--- src/rtl/cordic_sched.sv ---
// cordic_sched: shares one iterative CORDIC rotation core among NUM_REQ requesters.
// One operand triple is granted at a time. The core gets a single-cycle start pulse,
// the scheduler counts ITER iterations, captures the result and returns it on a
// valid/ready port tagged with the owning requester index.
// Build option: define CORDIC_SCHED_FIXED_PRI_EN for fixed priority (lowest asserted
// index wins, no rotating pointer) instead of the default round-robin arbitration.
module cordic_sched #(
    parameter int NUM_REQ = 4,
    parameter int WIDTH   = 32,
    parameter int ITER    = 16,
    parameter int IDW     = 2
) (
    input  logic                     clk,
    input  logic                     rst,
    input  logic [NUM_REQ-1:0]       req,
    input  logic [NUM_REQ*WIDTH-1:0] req_x,
    input  logic [NUM_REQ*WIDTH-1:0] req_y,
    input  logic [NUM_REQ*WIDTH-1:0] req_z,
    output logic [NUM_REQ-1:0]       gnt,
    output logic                     core_valid,
    output logic [WIDTH-1:0]         core_x0,
    output logic [WIDTH-1:0]         core_y0,
    output logic [WIDTH-1:0]         core_z0,
    output logic [31:0]              core_n,
    input  logic [WIDTH-1:0]         core_x,
    input  logic [WIDTH-1:0]         core_y,
    input  logic [WIDTH-1:0]         core_z,
    output logic                     out_valid,
    input  logic                     out_ready,
    output logic [IDW-1:0]           out_id,
    output logic [WIDTH-1:0]         out_x,
    output logic [WIDTH-1:0]         out_y,
    output logic [WIDTH-1:0]         out_z
);

    localparam int CW = $clog2(ITER + 1);
    localparam int SW = IDW + 1;

    typedef enum logic [1:0] {
        IDLE,
        LAUNCH,
        RUN,
        HOLD
    } state_t;

    state_t         state;
    logic [CW-1:0]  cnt;
    logic           any_req;
    logic [IDW-1:0] win;

    assign core_n = 32'(ITER);

`ifndef CORDIC_SCHED_FIXED_PRI_EN
    logic [IDW-1:0] ptr;
    logic [SW-1:0]  cand;

    // Round-robin search from ptr, wrapping modulo NUM_REQ; nearest asserted index wins
    always_comb begin
        any_req = 1'b0;
        win     = '0;
        cand    = '0;
        for (int k = NUM_REQ - 1; k >= 0; k--) begin
            cand = SW'(ptr) + SW'(k);
            if (cand >= SW'(NUM_REQ)) begin
                cand = cand - SW'(NUM_REQ);
            end
            if (req[cand[IDW-1:0]]) begin
                any_req = 1'b1;
                win     = cand[IDW-1:0];
            end
        end
    end
`else
    // Fixed priority search: the lowest asserted index wins
    always_comb begin
        any_req = 1'b0;
        win     = '0;
        for (int k = NUM_REQ - 1; k >= 0; k--) begin
            if (req[k]) begin
                any_req = 1'b1;
                win     = IDW'(k);
            end
        end
    end
`endif

    // Grant is decoded in the cycle the winner's operands are latched, so a requester sees it alongside the capture
    always_comb begin
        gnt = '0;
        if (state == IDLE && any_req && !rst) begin
            gnt[win] = 1'b1;
        end
    end

    // Sequencer: grant and latch, one-cycle core start, iteration countdown, hold result until accepted
    always_ff @(posedge clk) begin
        if (rst) begin
            state      <= IDLE;
            cnt        <= '0;
            core_valid <= 1'b0;
            core_x0    <= '0;
            core_y0    <= '0;
            core_z0    <= '0;
            out_valid  <= 1'b0;
            out_id     <= '0;
            out_x      <= '0;
            out_y      <= '0;
            out_z      <= '0;
`ifndef CORDIC_SCHED_FIXED_PRI_EN
            ptr        <= '0;
`endif
        end else begin
            core_valid <= 1'b0;
            case (state)
                IDLE: begin
                    if (any_req) begin
                        core_x0    <= req_x[int'(win)*WIDTH +: WIDTH];
                        core_y0    <= req_y[int'(win)*WIDTH +: WIDTH];
                        core_z0    <= req_z[int'(win)*WIDTH +: WIDTH];
                        out_id     <= win;
                        core_valid <= 1'b1;
                        state      <= LAUNCH;
`ifndef CORDIC_SCHED_FIXED_PRI_EN
                        ptr        <= (win == IDW'(NUM_REQ - 1)) ? '0 : win + 1'b1;
`endif
                    end
                end
                LAUNCH: begin
                    cnt   <= CW'(ITER);
                    state <= RUN;
                end
                RUN: begin
                    if (cnt == '0) begin
                        out_x     <= core_x;
                        out_y     <= core_y;
                        out_z     <= core_z;
                        out_valid <= 1'b1;
                        state     <= HOLD;
                    end else begin
                        cnt <= cnt - 1'b1;
                    end
                end
                HOLD: begin
                    if (out_ready) begin
                        out_valid <= 1'b0;
                        state     <= IDLE;
                    end
                end
                default: begin
                    state <= IDLE;
                end
            endcase
        end
    end

endmodule

--- config.mk ---
export PLATFORM = sky130hd
export DESIGN_NAME = cordic_sched
export DESIGN_NICKNAME = d
export VERILOG_FILES = /design/src/rtl/cordic_sched.sv
export SDC_FILE = /design/constraint.sdc
export NUM_CORES = 1
export LEC_CHECK = 0
export BUFFER_PORTS_ARGS = -buffer_cell sky130_fd_sc_hd__buf_2
export CORE_AREA = 2 2 282 284
export CTS_CLUSTER_DIAMETER = 200
export DETAILED_ROUTE_END_ITERATION = 16
export DIE_AREA = 0 0 284 286
export SETUP_SLACK_MARGIN = 0.15
export SYNTH_ARGS = -nofsm -noshare
export SYNTH_HDL_FRONTEND = slang
export SYNTH_SLANG_ARGS = --single-unit
--- constraint.sdc ---
create_clock -name clk -period 3.6 [get_ports clk]
set_input_delay 1.08 -clock clk [delete_from_list [all_inputs] [get_ports clk]]
set_output_delay 1.08 -clock clk [all_outputs]
set_load 0.02 [all_outputs]
==> results list <==
- The congestion estimate from routability-driven global placement came to 0.863.
- TritonCTS built the clock tree.
- The final layout contains around 2400 nets.
* Number of fillers in the final layout: between 8000 and 9000
- The clock passes through at most 3 buffers.
- Setup violations remaining at the end of the flow were counted as 0.
* Die X: ~280 microns
- Flip-flop and latch count after synthesis: just over 200
- The die covers around 0.08 sq mm.
- Global routing used ~12% of the available tracks.
* Clock buffer count from CTS: 27
- Antenna Nets Post-Route: 0
- The total overflow left after global routing is 0.
- Per-cell routed wire length: roughly 17 microns
* Y dimension of the die: between 200 and 300 microns
- Setup repair after global routing could not meet its margin everywhere.
* Syn-to-layout area delta: 52.9%
- Area inside the core boundary: ~0.078 sq mm
- The detailed router finished its first iteration with approximately 570 violations.
- Endpoint arrival time on the critical path: about 2.4 ns
* Most frequent cells after synthesis: sky130_fd_sc_hd__nand2_1, sky130_fd_sc_hd__dfxtp_1, sky130_fd_sc_hd__a211oi_1
- Leakage Power: about 7 nW
- Post-synth top flop: sky130_fd_sc_hd__dfxtp_1
- H-tree depth: 1
- The worst-case IR drop observed on VDD is 470 uV.
* Number of vias per cell after detailed routing: about 4.1
* Detailed Routing Iterations Pass 1: 4
* Combined area of all synthesized cells: between 0.01 and 0.015 sq mm
* Top cells by area, synth: sky130_fd_sc_hd__dfxtp_1, sky130_fd_sc_hd__a211oi_1, sky130_fd_sc_hd__nand2_1
- The later pin in the worst-skew pair is clocked with a latency of around 0.6 ns.
- Number of distinct standard cells referenced by the synthesized netlist: 36
- Pin count of the biggest net entering global routing: 111
* Highest clock frequency the design can meet: between 0.2 and 0.3 GHz
- The tree is rooted in a sky130_fd_sc_hd__clkbuf_16.
- Vias in the first global route: 12090
* IO Count: around 720
- Worst rel slew slack: 45.8%
- Crit path launch: req[0]
- After clock tree synthesis, the clock-pin slew on the worst setup and hold paths is ~0.05 ns.
* Crit Path Category: input pin to output pin
- Of the post-synthesis cell area, the dominant cell type holds 38.4%.
* Initial Util: a little over an eighth
- Detailed routing inserted a total of 12435 vias.
* Global-route wire length before repair: 76.4 mm
- sky130_fd_sc_hd__dfxtp_1 takes more of the synthesized area than any other cell.
* Yosys warning total: 0
* Num rows: 103
- Port buffering added just under 700 buffers.
* Count leader, synth: sky130_fd_sc_hd__nand2_1
- In this run the worst path has a maximum fanout of 3.
- The worst register-to-register path begins at ptr[0]$_SDFFE_PP0P_.
* Max_cap viols: 0
- The routed design has about 53 mm of wire.
- A synthesized cell averages around 8.1 sq um.
* Total count of hold-check failures in the final report: 0
- Crit path capture type: output pin
* Required @ worst endpoint: between 2 and 3 ns
- Startpoint class of the critical path: input pin
* Final worst-path cycle share: 95.7%
- Yosys mapped a number of flops with a built-in enable equal to 0.
- The number of antenna violations at the first check in global routing came to 21.
- Ratio of cells with drive above 1 in the final layout: between 40% and 50%
* Number of clock sinks: slightly above 200
* Residual DRC: 0
* Power density normalized to cell area: between 700 and 800 mW/mm^2
- Worst setup skew after layout: about 0.0084 ns
- Class of the tightest hold or removal check: flip-flop to flip-flop
- Reg-to-reg slack, setup: approximately 1.1 ns
- Status: complete, no violations
- The final number of max-transition violations was 0.
- Final critical-path required period: 3.45 ns
* Worst Max-Slew Pin Slew: 0.813 ns
* Path depth of the worst reg2reg path: 10
- Synthesis handed over a netlist of between 1000 and 1500 instances.
- Instance count after placement with tap cells included: 2970
- In this run the critical register-to-register path is captured at core_z0[2]$_SDFFE_PP0P_.
- Power comes to 12.8 mW.
* Filler-free cell count of the finished design: 3030
* Register area share after synthesis: about two fifths
- Post-detailed-placement half-perimeter wirelength: around 40 mm
* Worst setup endpoint: gnt[3]
* Synth async-reset ratio: 0%
## cell type report
class | count | area, sq um | share of cell area [%]
Multi-Input combinational cell | 964 | 5880 | 36.0
Inverter | 8 | 35.0 | 0.215
Clock buffer | 39 | 791 | 4.84
Sequential cell | 205 | 4100 | 25.1
Clock inverter | 9 | 115 | 0.705
Antenna cell | 6 | 15.0 | 0.0919
Tap cell | 1050 | 1310 | 8.04
Timing Repair Buffer | 749 | 4080 | 25.0
## per-layer routing
| metal | routed length [microns] | track usage, % | vias to the layer above | part of all wire [%] |
|---|---|---|---|---|
| met5 | 122 | 0 | - | 0.23 |
| met4 | 2070 | 4.71 | 18 | 3.9 |
| met3 | 5790 | 5.16 | 90 | 11 |
| met2 | 24500 | 20.1 | 560 | 46 |
| met1 | 20500 | 14.1 | 5788 | 39 |
| li1 | - | - | 5979 | - |
## where the power goes
group	switching, mW	leakage [nW]	internal, mW	total, mW
registers	0.428	1.68	3.05	3.48
logic	4.26	4.89	2.25	6.52
clock network	1.11	0.443	1.66	2.77
## how the worst min path moves through the flow
stage | start | slack, ns | cells after the start | end
floorplan | cnt[0]$_SDFFE_PP0P_ | 0.46 | 2 | cnt[0]$_SDFFE_PP0P_
global placement | core_y0[20]$_SDFFE_PP0P_ | 0.43 | 2 | core_y0[20]$_SDFFE_PP0P_
detailed placement | core_y0[22]$_SDFFE_PP0P_ | 0.43 | 2 | core_y0[22]$_SDFFE_PP0P_
CTS | core_y0[22]$_SDFFE_PP0P_ | 0.45 | 2 | core_y0[22]$_SDFFE_PP0P_
global route | out_x[28]$_SDFFE_PP0P_ | 0.47 | 2 | out_x[28]$_SDFFE_PP0P_
finish | core_y0[22]$_SDFFE_PP0P_ | 0.44 | 2 | core_y0[22]$_SDFFE_PP0P_
## per-stage QoR
step	TNS (ns)	util, %	hold WS, ns	worst slack (ns)	cell area (sq um)
2_1_floorplan	0	-	0.457	0.164	10800
3_3_place_gp	-0.0432	19.5	0.429	-0.0247	15300
3_5_place_dp	-0.0322	19.5	0.433	-0.0322	15300
4_1_cts	0	20.8	0.446	0.135	16300
5_1_grt	0	20.8	0.466	0.0671	16300
6_report	0	20.8	0.444	0.153	16300
## sequential cells by signal (all words and copies together), names as in the netlist
signal / count
core_x0: 32
out_y: 32
out_valid: 1
out_id: 2
cnt: 5
out_z: 32
out_x: 32
core_valid: 1
state: 2
core_y0: 32
ptr: 2
core_z0: 32
## critical path: stages
cell and delay, ns:
sky130_fd_sc_hd__buf_6 0.10, sky130_fd_sc_hd__buf_6 0.10, sky130_fd_sc_hd__nor2b_4 0.12, sky130_fd_sc_hd__nor4b_4 0.32, sky130_fd_sc_hd__nor2_4 0.10, sky130_fd_sc_hd__inv_4 0.08
sky130_fd_sc_hd__ha_4 0.13, sky130_fd_sc_hd__and2_4 0.19, sky130_fd_sc_hd__buf_6 0.13
## placed cells by master (no fill, tap or decap), types with 10 or more instances in the layout
| master | netlist | final |
|---|---|---|
| sky130_fd_sc_hd__a21oi_1 | 100 | 100 |
| sky130_fd_sc_hd__nor3b_1 | 96 | 96 |
| sky130_fd_sc_hd__clkbuf_16 | 0 | 27 |
| sky130_fd_sc_hd__buf_2 | 69 | 678 |
| sky130_fd_sc_hd__nand2_1 | 289 | 289 |
| sky130_fd_sc_hd__buf_4 | 41 | 53 |
| sky130_fd_sc_hd__buf_12 | 0 | 10 |
| sky130_fd_sc_hd__conb_1 | 2 | 32 |
| sky130_fd_sc_hd__nor2_1 | 16 | 15 |
| sky130_fd_sc_hd__a211oi_1 | 194 | 193 |
| sky130_fd_sc_hd__o21a_1 | 96 | 96 |
| sky130_fd_sc_hd__o31ai_1 | 96 | 96 |
| sky130_fd_sc_hd__dfxtp_1 | 205 | 205 |
## repair_timing
item                                   in CTS  in global routing
setup endpoints to repair                   4                  4
hold buffers                                0                  0
pin swaps                                   9                  3
endpoints found under the hold margin       0                  0
setup buffers                               5                  1
gates resized for setup                    23                  1
## logic make-up (layout without fill, tap and decap cells)
group	after synthesis	after routing	synth area share [%]
adders and majority gates	7	7	0.820
other	2	38	0.0703
and+or+nand+nor	428	428	19.3
buffers and inverters	178	805	8.52
DFF	205	205	38.4
muxes	3	3	0.281
xor gates and xnor gates	2	2	0.164
AOI/OAI and AO/OA	492	492	32.4
No activity file was read; power rests on OpenSTA's default activity.
